--- config.mk ---
export PLATFORM = sky130hd
export DESIGN_NAME = an_encoder_28bits_clk_flat
export DESIGN_NICKNAME = d
export VERILOG_FILES = /design/src/rtl/an_code_pkg.sv /design/src/rtl/an_encoder_28bits_clk_if.sv /design/src/rtl/an_shift_add_mul.sv /design/src/rtl/an_encoder_28bits_clk.sv /design/src/flat_wrapper.sv
export SDC_FILE = /design/constraint.sdc
export NUM_CORES = 1
export LEC_CHECK = 0
export ABC_AREA = 1
export BUFFER_PORTS_ARGS = -buffer_cell sky130_fd_sc_hd__buf_2
export CAP_MARGIN = 20
export CORE_MARGIN = 4
export CORE_UTILIZATION = 62
export DETAILED_ROUTE_END_ITERATION = 6
export PLACE_DENSITY = 0.81
export SLEW_MARGIN = 40
export SYNTH_ARGS = -nofsm -noshare
export SYNTH_HDL_FRONTEND = slang
export SYNTH_SLANG_ARGS = --single-unit
--- constraint.sdc ---
create_clock -name clk -period 3.6 [get_ports clk]
set_clock_uncertainty 0.05 [all_clocks]
set_input_delay 0.36 -clock clk [delete_from_list [all_inputs] [get_ports clk]]
set_output_delay 0.36 -clock clk [all_outputs]
set_load 0.05 [all_outputs]
--- src/rtl/an_code_pkg.sv ---
// ============================================================================
// Module      : an_code_pkg
// Description : AN-code constants and encoder state encoding (shared with SEC decoder)
// Revision    : 1.0 - initial release
// ============================================================================
`default_nettype none

package an_code_pkg;

  localparam int unsigned A      = 83;
  localparam int unsigned A_BITS = 7;
  localparam int unsigned N_BITS = 28;
  localparam int unsigned W_BITS = 36;
  localparam int unsigned P_BITS = 6;

  localparam logic [A_BITS-1:0] A_VEC = A_BITS'(A);

  typedef enum logic [1:0] {
    ST_IDLE = 2'd0,
    ST_MUL  = 2'd1,
    ST_INJ  = 2'd2,
    ST_HOLD = 2'd3
  } enc_state_t;

endpackage

`default_nettype wire

--- src/rtl/an_encoder_28bits_clk_if.sv ---
// ============================================================================
// Module      : an_encoder_28bits_clk_if
// Description : Input/output handshake bundle of the AN-code encoder
// Revision    : 1.0 - initial release
// ============================================================================
`default_nettype none

interface an_encoder_28bits_clk_if;
  import an_code_pkg::*;

  logic              in_valid;
  logic              in_ready;
  logic [N_BITS-1:0] N;
  logic              inj_en;
  logic              inj_neg;
  logic [P_BITS-1:0] inj_pos;
  logic              out_valid;
  logic              out_ready;
  logic [W_BITS-1:0] W;

  modport master (
    output in_valid, N, inj_en, inj_neg, inj_pos, out_ready,
    input  in_ready, out_valid, W
  );

  modport slave (
    input  in_valid, N, inj_en, inj_neg, inj_pos, out_ready,
    output in_ready, out_valid, W
  );

endinterface

`default_nettype wire

--- src/rtl/an_shift_add_mul.sv ---
// ============================================================================
// Module      : an_shift_add_mul
// Description : LSB-first shift-add multiply of the data word by the constant A
// Revision    : 1.0 - initial release
// ============================================================================
`default_nettype none

module an_shift_add_mul
  import an_code_pkg::*;
(
  input  wire logic              clk,
  input  wire logic              rst_n,
  input  wire logic              i_start,
  input  wire logic [N_BITS-1:0] i_n,
  output logic      [W_BITS-1:0] o_acc,
  output logic                   o_done
);

  localparam int unsigned          CNT_BITS = $clog2(A_BITS);
  localparam logic [CNT_BITS-1:0]  c_LAST   = CNT_BITS'(A_BITS - 1);

  logic [CNT_BITS-1:0] r_cnt;
  logic                r_busy;
  logic [W_BITS-1:0]   r_acc;
  logic [W_BITS-1:0]   w_term;

  always_comb begin
    w_term = '0;
    if (A_VEC[r_cnt]) begin
      w_term = W_BITS'(i_n) << r_cnt;
    end
  end

  always_ff @(posedge clk or negedge rst_n) begin
    if (!rst_n) begin
      r_cnt  <= '0;
      r_busy <= 1'b0;
      r_acc  <= '0;
    end else if (i_start) begin
      r_cnt  <= '0;
      r_busy <= 1'b1;
      r_acc  <= '0;
    end else if (r_busy) begin
      r_acc <= r_acc + w_term;
      r_cnt <= r_cnt + CNT_BITS'(1);
      if (r_cnt == c_LAST) begin
        r_busy <= 1'b0;
      end
    end
  end

  // Combinational so the caller can leave MUL on the same edge as the last add.
  assign o_done = r_busy && (r_cnt == c_LAST);
  assign o_acc  = r_acc;

endmodule

`default_nettype wire

--- src/rtl/an_encoder_28bits_clk.sv ---
// ============================================================================
// Module      : an_encoder_28bits_clk
// Description : Sequential AN-code encoder W = A*N with optional +/-2^k error injection
// Revision    : 1.0 - initial release
// ============================================================================
`default_nettype none

module an_encoder_28bits_clk
  import an_code_pkg::*;
(
  input  wire logic               clk,
  input  wire logic               rst_n,
  an_encoder_28bits_clk_if.slave  bus
);

  enc_state_t        r_state;
  enc_state_t        w_next;
  logic [N_BITS-1:0] r_n;
  logic              r_inj_en;
  logic              r_inj_neg;
  logic [P_BITS-1:0] r_inj_pos;
  logic [W_BITS-1:0] r_w;

  logic              w_start;
  logic              w_done;
  logic [W_BITS-1:0] w_acc;
  logic              w_apply;
  logic [W_BITS-1:0] w_delta;
  logic [W_BITS-1:0] w_coded;

  an_shift_add_mul u_mul (
    .clk     (clk),
    .rst_n   (rst_n),
    .i_start (w_start),
    .i_n     (r_n),
    .o_acc   (w_acc),
    .o_done  (w_done)
  );

  assign w_start = (r_state == ST_IDLE) && bus.in_valid;

  always_ff @(posedge clk or negedge rst_n) begin
    if (!rst_n) begin
      r_state <= ST_IDLE;
    end else begin
      r_state <= w_next;
    end
  end

  always_comb begin
    w_next = r_state;
    case (r_state)
      ST_IDLE: if (bus.in_valid)  w_next = ST_MUL;
      ST_MUL:  if (w_done)        w_next = ST_INJ;
      ST_INJ:                     w_next = ST_HOLD;
      ST_HOLD: if (bus.out_ready) w_next = ST_IDLE;
      default:                    w_next = ST_IDLE;
    endcase
  end

  // Positions beyond the codeword are dropped rather than wrapped.
  assign w_apply = r_inj_en && (r_inj_pos < P_BITS'(W_BITS));
  assign w_delta = W_BITS'(1) << r_inj_pos;
  assign w_coded = !w_apply  ? w_acc :
                   r_inj_neg ? (w_acc - w_delta) : (w_acc + w_delta);

  always_ff @(posedge clk or negedge rst_n) begin
    if (!rst_n) begin
      r_n       <= '0;
      r_inj_en  <= 1'b0;
      r_inj_neg <= 1'b0;
      r_inj_pos <= '0;
      r_w       <= '0;
    end else begin
      if (w_start) begin
        r_n       <= bus.N;
        r_inj_en  <= bus.inj_en;
        r_inj_neg <= bus.inj_neg;
        r_inj_pos <= bus.inj_pos;
      end
      if (r_state == ST_INJ) begin
        r_w <= w_coded;
      end
    end
  end

  assign bus.in_ready  = (r_state == ST_IDLE);
  assign bus.out_valid = (r_state == ST_HOLD);
  assign bus.W         = r_w;

endmodule

`default_nettype wire

--- src/flat_wrapper.sv ---
// flat-port wrapper written by rule: the top's interface ports become plain ports
module an_encoder_28bits_clk_flat import an_code_pkg::*;
  (clk, rst_n, bus_in_valid, bus_N, bus_inj_en, bus_inj_neg, bus_inj_pos, bus_out_ready, bus_in_ready, bus_out_valid, bus_W);
  an_encoder_28bits_clk_if bus_i ();
  input  wire logic clk;
  input  wire logic rst_n;
  input wire logic [$bits(bus_i.in_valid)-1:0] bus_in_valid;
  input wire logic [$bits(bus_i.N)-1:0] bus_N;
  input wire logic [$bits(bus_i.inj_en)-1:0] bus_inj_en;
  input wire logic [$bits(bus_i.inj_neg)-1:0] bus_inj_neg;
  input wire logic [$bits(bus_i.inj_pos)-1:0] bus_inj_pos;
  input wire logic [$bits(bus_i.out_ready)-1:0] bus_out_ready;
  output wire logic [$bits(bus_i.in_ready)-1:0] bus_in_ready;
  output wire logic [$bits(bus_i.out_valid)-1:0] bus_out_valid;
  output wire logic [$bits(bus_i.W)-1:0] bus_W;
  assign bus_i.in_valid = bus_in_valid;
  assign bus_i.N = bus_N;
  assign bus_i.inj_en = bus_inj_en;
  assign bus_i.inj_neg = bus_inj_neg;
  assign bus_i.inj_pos = bus_inj_pos;
  assign bus_i.out_ready = bus_out_ready;
  assign bus_in_ready = bus_i.in_ready;
  assign bus_out_valid = bus_i.out_valid;
  assign bus_W = bus_i.W;
  an_encoder_28bits_clk u_core (.clk(clk), .rst_n(rst_n), .bus(bus_i));
endmodule
==> load_flow_metrics.sql, run 1 <==
INSERT INTO impl_metrics (metric_group, metric, value, unit) VALUES
('clocking', 'numCtsBuffers', '17', ''),
('worst_hold_path', 'worst_hold_path_type', 'in -> reg', ''),
('worst_setup_path', 'category_of_the_most_critical_setup_path', 'reg -> reg', ''),
('worst_setup_path', 'setup.worst_path.start_class', 'flip-flop', ''),
('clocking', 'ctsRootBufferMaster', 'sky130_fd_sc_hd__clkbuf_16', ''),
('synth', 'synthesis.area_per_instance', '6.17', 'sq um'),
('clocking', 'clock_latency_of_the_later_clocked_register_in_the_worst_skew_pair', '440', 'ps'),
('floorplan', 'initial_core_util', '63.2', '%'),
('timing', 'min_period', '3540', 'ps'),
('clocking', 'clk_pin_slew', '60', 'ps'),
('worst_setup_path', 'destination_of_the_worst_register_to_register_timing_path', 'u_core.bus.W[30]', ''),
('synth', 'synth_commonest_cells', 'sky130_fd_sc_hd__nand2_1, sky130_fd_sc_hd__nor2_1, sky130_fd_sc_hd__inv_1', ''),
('synth', 'mappedNetlistArea', '11400', 'sq um'),
('worst_setup_path', 'crit-reg2reg-launch', 'u_core.r_inj_pos[0]', ''),
('detailed_routing', 'detail_route.iter0.violations', '1694', ''),
('grt', 'grt_use_total', '39.9', '%'),
('placed_design', 'port-buffer-count', '77', ''),
('detailed_routing', 'wl_per_cell', '18.6', 'microns'),
('timing', 'final_report_max_slew_violation_count', '0', ''),
('synth', 'synthArstFlopShare', '100', '%'),
('worst_setup_path', 'timing.critical_path.arrival', '3810', 'ps'),
('synth', 'synthAdderAreaFrac', '8.92', '%'),
('grt', 'antenna_found_initial', '0', ''),
('clocking', 'cts.sinks', '114', ''),
('timing', 'report.final.setup_viol', '0', ''),
('floorplan', 'dieWidth', '144', 'microns'),
('synth', 'yosysMostFrequentCell', 'sky130_fd_sc_hd__nand2_1', ''),
('grt', 'vias_in_the_first_global_route', '12700', ''),
('synth', 'ys_types', '51', ''),
('timing', 'min_period_over_period', '98.2', '%'),
('worst_hold_path', 'hp-start', 'bus_N[10]', ''),
('worst_setup_path', 'timing.critical_path.required', '3880', 'ps'),
('flow_run', 'max-cap-violations', '0', ''),
('synth', 'synth_seq_area_share', '25.0', '%'),
('synth', 'synth_fp_nets', '1966', ''),
('detailed_routing', 'routed_wirelength', '41.3', 'mm'),
('synth', 'dominant_combinational_cell_family_by_area_after_synthesis', 'simple AND/OR/NAND/NOR gates', ''),
('finish', 'design.final.nets', '2096', ''),
('synth', 'netlist.top_cell.by_area', 'sky130_fd_sc_hd__dfrtp_1', ''),
('detailed_routing', 'route.detailed.drc', '0', ''),
('grt', 'grt_pass1_wl', '64.2', 'mm'),
('synth', 'ys_dominant_reg_cell', 'sky130_fd_sc_hd__dfrtp_1', ''),
('worst_hold_path', 'timing.hold.worst_path_depth', '3', ''),
('clocking', 'clock_tree.htree_level_count', '4', ''),
('timing', 'max_clock_freq', '0.283', 'GHz'),
('synth', 'ys_top_cells_by_area', 'sky130_fd_sc_hd__dfrtp_1, sky130_fd_sc_hd__nand2_1, sky130_fd_sc_hd__ha_1', ''),
('clocking', 'tritoncts', 'built', ''),
('clocking', 'cts.path.max_buffers', '2', ''),
('worst_hold_path', 'whs_endpoint', 'u_core.r_n[10]', ''),
('grt', 'pin_count_of_the_biggest_net_entering_global_routing', '115', ''),
('floorplan', 'chipHeight', '144', 'microns'),
('detailed_routing', 'drt.antenna.violating_nets', '0', ''),
('finish', 'drive_gt1_share', '17.6', '%'),
('synth', 'synth-compound-area-share', '19.1', '%'),
('synth', 'postSynthRegisterBits', '114', ''),
('timing', 'tightestPinTransition', '733', 'ps'),
('grt', 'grt_overflow_total', '0', ''),
('placed_design', 'gpl.final_weighted_congestion', '1.03', ''),
('floorplan', 'floorplan.rows', '49', ''),
('worst_setup_path', 'reg2reg_setup_slack', '60', 'ps'),
('timing', 'slew-limit-headroom', '50.8', '%'),
('floorplan', 'core-area', '18000', 'sq um'),
('outcome', 'status', 'completed', ''),
('detailed_routing', 'routed_via_count_divided_by_cell_count', '6.00', ''),
('floorplan', 'top_ports', '78', ''),
('synth', 'synth_mux_area_share', '0', '%'),
('worst_setup_path', 'worst-path-max-fanout', '5', ''),
('placed_design', 'dpl.hpwl', '31.6', 'mm'),
('synth', 'synthesis.instances', '1846', ''),
('detailed_routing', 'dr_total_vias', '13300', ''),
('synth', 'synth_top_cell_area_share', '25.0', '%');
kinds of logic (layout without fill, tap and decap cells):
group	Yosys count	count (layout)
compound gates	379	379
xor+xnor	29	29
fa+ha+maj	80	80
buf+inv	271	413
flops	114	114
other cells	0	1
simple gates	973	973
final cells by class:
class                   count  area, sq um
flip-flops and latches    114         2850
repair buffers            159         1030
diodes                      1         2.50
clock inverters            14          178
clock buffers              17          425
inverters                 222          837
well taps                 229          287
multi-input cells        1461         8030
repair inverters            1         7.51
fillers                  1509         4370
registers in the layout, indices dropped and copies added, names as in the netlist:
register,cells
u_core.u_mul.r_busy,1
u_core.r_inj_neg,1
u_core.u_mul.o_acc,36
u_core.u_mul.r_cnt,3
u_core.r_inj_pos,6
u_core.r_n,28
u_core.r_state,2
u_core.bus.W,36
u_core.r_inj_en,1
metal layers:
layer	wire length, microns	track usage, %
met1	15700	50.2
met2	18700	63.8
met3	4090	7.59
met4	2750	24.2
met5	0	0
cells in the final DEF, fill, tap and decap left out, types with 14 or more instances in the layout:
cell / synthesis / final
sky130_fd_sc_hd__nand2_1: 571 / 560
sky130_fd_sc_hd__inv_1: 204 / 202
sky130_fd_sc_hd__nor2_1: 209 / 185
sky130_fd_sc_hd__o21ai_0: 149 / 135
sky130_fd_sc_hd__dfrtp_1: 114 / 113
sky130_fd_sc_hd__a21oi_1: 120 / 105
sky130_fd_sc_hd__nand3_1: 108 / 103
sky130_fd_sc_hd__buf_4: 3 / 80
sky130_fd_sc_hd__buf_2: 8 / 76
sky130_fd_sc_hd__ha_1: 78 / 63
sky130_fd_sc_hd__nor2_2: 14 / 30
sky130_fd_sc_hd__nand2_2: 12 / 22
sky130_fd_sc_hd__clkbuf_16: 0 / 17
sky130_fd_sc_hd__inv_2: 16 / 16
sky130_fd_sc_hd__o21ai_1: 5 / 16
sky130_fd_sc_hd__o22ai_1: 16 / 16
sky130_fd_sc_hd__o221ai_1: 17 / 16
sky130_fd_sc_hd__nand4_1: 15 / 15
sky130_fd_sc_hd__a21oi_2: 3 / 14
sky130_fd_sc_hd__o21bai_1: 17 / 14
what timing repair did:
item | in CTS | in global routing
hold buffers | 1 | 0
buffers inserted | 0 | 15
cloned | 0 | 1
endpoints found under the setup margin | 3 | 40
pin swaps | 0 | 26
resized for setup | 4 | 129
endpoints found under the hold margin | 9 | 0
through the flow:
step,TNS (ps),instances,area (sq um),hold WS (ps),setup WS (ps)
after CTS,0,2201,13000,58.5,43.1
final,0,2218,13700,61.1,63.9
after detailed placement,-25.3,2169,12400,410,-25.3
after global routing,-193,2217,13700,66.1,-82.0
after floorplan,0,1846,11400,14.4,382
after global placement,0,2169,12400,408,37.7
worst max-delay path, cell delays in order, from the launching register on:
cell                       delay [ps]
sky130_fd_sc_hd__dfrtp_1          360
sky130_fd_sc_hd__buf_4            160
sky130_fd_sc_hd__inv_2             70
sky130_fd_sc_hd__nand2_2           80
sky130_fd_sc_hd__nor2_2            50
sky130_fd_sc_hd__nand3_2          110
sky130_fd_sc_hd__nand2_1           90
sky130_fd_sc_hd__nor2_2           140
sky130_fd_sc_hd__nand3_2          120
sky130_fd_sc_hd__nor2_4           170
sky130_fd_sc_hd__nand2_1          100
sky130_fd_sc_hd__a21boi_0         240
sky130_fd_sc_hd__buf_4            180
sky130_fd_sc_hd__ha_1             290
sky130_fd_sc_hd__a21oi_2          190
sky130_fd_sc_hd__o21ai_0          130
sky130_fd_sc_hd__o21bai_2         230
sky130_fd_sc_hd__a21oi_1          230
sky130_fd_sc_hd__nand2_1          100
sky130_fd_sc_hd__nand2_1           80
sky130_fd_sc_hd__nand3_1           80
sky130_fd_sc_hd__nand2_1          110
sky130_fd_sc_hd__nand2_1           60
worst max-delay path by stage:
stage	start	to	slack, ps	depth (start not counted)
final	u_core.r_inj_pos[0]	u_core.bus.W[30]	60	22
after global routing	u_core.r_inj_pos[0]	u_core.bus.W[29]	-80	22
after CTS	u_core.r_inj_pos[1]	u_core.bus.W[29]	40	23
after detailed placement	u_core.r_inj_pos[0]	u_core.bus.W[29]	-30	23
after global placement	u_core.r_inj_pos[1]	u_core.bus.W[29]	40	23
after floorplan	u_core.r_inj_pos[5]	u_core.bus.W[35]	380	27
Power of run 1 is not shown: default switching activity piles up to over one toggle a cycle in this logic, so the estimate is an artifact.
==> inputs of run 2 (changes only) <==
--- a/config.mk
+++ b/config.mk
@@ -16,3 +16,4 @@
 export SYNTH_ARGS = -nofsm -noshare
 export SYNTH_HDL_FRONTEND = slang
 export SYNTH_SLANG_ARGS = --single-unit
+export TNS_END_PERCENT = 5
==> constraint.sdc (replaced) <==
create_clock -name clk -period 3.95 [get_ports clk]
set_clock_uncertainty 0.05 [all_clocks]
set_input_delay 0.395 -clock clk [delete_from_list [all_inputs] [get_ports clk]]
set_output_delay 0.395 -clock clk [all_outputs]
set_load 0.05 [all_outputs]
==> run 2 against run 1 <==
  * Worst hold slack improved by 27 ps
  * Maximum frequency fell by 4.3%
  * Worst setup slack improved by 190 ps
  * Critical path type unchanged
  * Global-route usage fell by 0.81 points
  * Cell count fell by 2.4%
==> load_flow_metrics.sql, run 2 (synthesized netlist as in run 1, its figures left out) <==
INSERT INTO impl_metrics (metric_group, metric, value, unit) VALUES
('clocking', 'clock_latency_of_the_later_clocked_register_in_the_worst_skew_pair', '440', 'ps'),
('detailed_routing', 'drt_pre_antenna_iters', '6', ''),
('worst_setup_path', 'worst-path-max-fanout', '49', ''),
('clocking', 'clock_tree.htree_level_count', '4', ''),
('timing', 'hold_viol', '0', ''),
('timing', 'min_period_over_period', '93.5', '%'),
('clocking', 'tritoncts', 'built', ''),
('worst_setup_path', 'setup.worst_path.start_class', 'flip-flop', ''),
('clocking', 'clk_pin_slew', '70', 'ps'),
('detailed_routing', 'routed_via_count_divided_by_cell_count', '5.99', ''),
('detailed_routing', 'dr_total_vias', '13000', ''),
('worst_hold_path', 'hp-start', 'bus_N[7]', ''),
('finish', 'fillerInstances', '1617', ''),
('timing', 'final_report_max_slew_violation_count', '0', ''),
('detailed_routing', 'route.detailed.drc', '0', ''),
('timing', 'report.final.setup_viol', '0', ''),
('detailed_routing', 'drt.antenna.violating_nets', '0', ''),
('finish', 'finalInstanceArea', '12700', 'sq um'),
('grt', 'vias_in_the_first_global_route', '12300', ''),
('timing', 'max_clock_freq', '0.271', 'GHz'),
('detailed_routing', 'wl_per_cell', '18.4', 'microns'),
('placed_design', 'port-buffer-count', '77', ''),
('floorplan', 'area_of_the_die', '20600', 'sq um'),
('worst_setup_path', 'destination_of_the_worst_register_to_register_timing_path', 'u_core.u_mul.o_acc[25]', ''),
('grt', 'pin_count_of_the_biggest_net_entering_global_routing', '58', ''),
('floorplan', 'chipHeight', '144', 'microns'),
('grt', 'grt_use_total', '39.1', '%'),
('clocking', 'cts.sinks', '114', ''),
('finish', 'design.final.nets', '2042', ''),
('worst_setup_path', 'timing.critical_path.arrival', '4000', 'ps'),
('worst_hold_path', 'timing.hold.worst_path_depth', '3', ''),
('timing', 'rsz0062_at_grt', 'yes', ''),
('worst_setup_path', 'path_common_cell', 'sky130_fd_sc_hd__nand2_1', ''),
('worst_setup_path', 'cp_slowest_cell', 'sky130_fd_sc_hd__o21ai_0', ''),
('grt', 'grt_pass1_wl', '62.8', 'mm'),
('floorplan', 'top_ports', '78', ''),
('worst_setup_path', 'reg2reg_setup_slack', '260', 'ps'),
('worst_setup_path', 'cp_cell_sequence', 'buf_4 > o21ai_0 > nor2_1 > ha_1 > a21oi_1 > nand2_1 > a21oi_1 > o21ai_0 > nand2_1 > o211ai_1 > nand2_1 > nand2_1 > o21ai_0', ''),
('worst_hold_path', 'worst_hold_path_type', 'in -> reg', ''),
('placed_design', 'gpl.final_weighted_congestion', '1.09', ''),
('finish', 'drive_gt1_share', '11.4', '%'),
('worst_hold_path', 'whs_endpoint', 'u_core.r_n[7]', ''),
('floorplan', 'initial_core_util', '63.2', '%'),
('timing', 'postLayoutSetupSlackWorst', '255', 'ps'),
('timing', 'min_period', '3690', 'ps'),
('timing', 'slew-limit-headroom', '53.9', '%'),
('detailed_routing', 'routed_wirelength', '39.8', 'mm'),
('worst_setup_path', 'critical-path-top-delay-family', 'compound AO/OA/AOI/OAI gates', ''),
('clocking', 'cts.path.max_buffers', '2', ''),
('placed_design', 'dpl.hpwl', '31.5', 'mm'),
('finish', 'layout_common_cells', 'sky130_fd_sc_hd__nand2_1, sky130_fd_sc_hd__nor2_1, sky130_fd_sc_hd__inv_1', ''),
('finish', 'layout_commonest_cell', 'sky130_fd_sc_hd__nand2_1', ''),
('placed_design', 'post-place-ws', '230', 'ps'),
('worst_setup_path', 'crit-reg2reg-launch', 'u_core.u_mul.r_cnt[0]', ''),
('clocking', 'ctsRootBufferMaster', 'sky130_fd_sc_hd__clkbuf_16', ''),
('grt', 'grt_overflow_total', '0', ''),
('clocking', 'numCtsBuffers', '17', ''),
('finish', 'n_antenna_cell', '0', ''),
('flow_run', 'max-cap-violations', '0', ''),
('worst_setup_path', 'category_of_the_most_critical_setup_path', 'reg -> reg', ''),
('placed_design', 'dpl_cell_area', '12100', 'sq um'),
('floorplan', 'dieWidth', '144', 'microns'),
('timing', 'tightestPinTransition', '687', 'ps'),
('detailed_routing', 'detail_route.iter0.violations', '1555', ''),
('floorplan', 'core-area', '18000', 'sq um'),
('worst_setup_path', 'critPathBufInv', '1', ''),
('grt', 'antenna_found_initial', '0', ''),
('worst_setup_path', 'timing.reg2reg.worst_path_depth', '13', ''),
('worst_setup_path', 'timing.critical_path.required', '4260', 'ps'),
('floorplan', 'floorplan.rows', '49', ''),
('worst_setup_path', 'kind_of_end_point_of_the_critical_path', 'flip-flop', ''),
('outcome', 'status', 'completed', ''),
('worst_setup_path', 'critPathMaxStageDelay', '490', 'ps'),
('finish', 'areaGrowthSynthToFinish', '11.8', '%');
-- run 2: what timing repair did --
item                                    4_1_cts  5_1_grt
endpoints found under the setup margin        0       30
hold endpoints to repair                     50        0
gates resized for setup                       0       22
buffers inserted                              0        1
hold buffers                                  1        0
-- run 2: metal layers --
layer / GRT usage, % / part of all wire (%) / vias to the layer above
met5: 0 / 0 / -
met4: 21.9 / 6.6 / 0
met3: 7.15 / 10 / 179
met2: 61.8 / 44 / 735
met1: 50.7 / 39 / 5842
li1: - / - / 6213
-- run 2: worst max path at each step --
stage,start,end,slack (ps),cells past startpoint
after global placement,u_core.r_inj_pos[1],u_core.bus.W[19],240,20
after detailed placement,u_core.r_inj_pos[5],u_core.bus.W[31],230,20
after CTS,u_core.r_inj_pos[1],u_core.bus.W[19],190,20
after floorplan,u_core.r_inj_pos[5],u_core.bus.W[35],730,27
final,u_core.u_mul.r_cnt[0],u_core.u_mul.o_acc[25],260,13
after global routing,u_core.r_inj_pos[1],u_core.bus.W[25],-40,20
-- run 2: per-stage QoR --
step	hold slack [ps]	utilization [%]	TNS [ps]	std cells
3_3_place_gp	408	66.9	0	2130
2_1_floorplan	49.4	-	0	1846
6_report	87.9	70.6	0	2164
5_1_grt	109	70.6	-60.9	2164
4_1_cts	90.5	70.2	0	2163
3_5_place_dp	410	66.9	0	2130
-- run 2: area by class of cell --
type / count / area [sq um] / share of cell area [%]
clock buffer: 17 / 425 / 3.34
clock inverter: 15 / 173 / 1.36
inverter: 222 / 833 / 6.55
multi-input combinational: 1461 / 7550 / 59.3
sequential: 114 / 2860 / 22.4
tap: 229 / 287 / 2.25
timing repair buffer: 106 / 608 / 4.78
-- run 2: worst reg2reg max path: stages (launching register included) --
cell and delay (ps):
sky130_fd_sc_hd__dfrtp_1 390, sky130_fd_sc_hd__buf_4 260, sky130_fd_sc_hd__o21ai_0 500, sky130_fd_sc_hd__nor2_1 110, sky130_fd_sc_hd__ha_1 410, sky130_fd_sc_hd__a21oi_1 350, sky130_fd_sc_hd__nand2_1 290, sky130_fd_sc_hd__a21oi_1 400
sky130_fd_sc_hd__o21ai_0 280, sky130_fd_sc_hd__nand2_1 120, sky130_fd_sc_hd__o211ai_1 170, sky130_fd_sc_hd__nand2_1 100, sky130_fd_sc_hd__nand2_1 40, sky130_fd_sc_hd__o21ai_0 150
Power of run 2 is left out for the same reason.
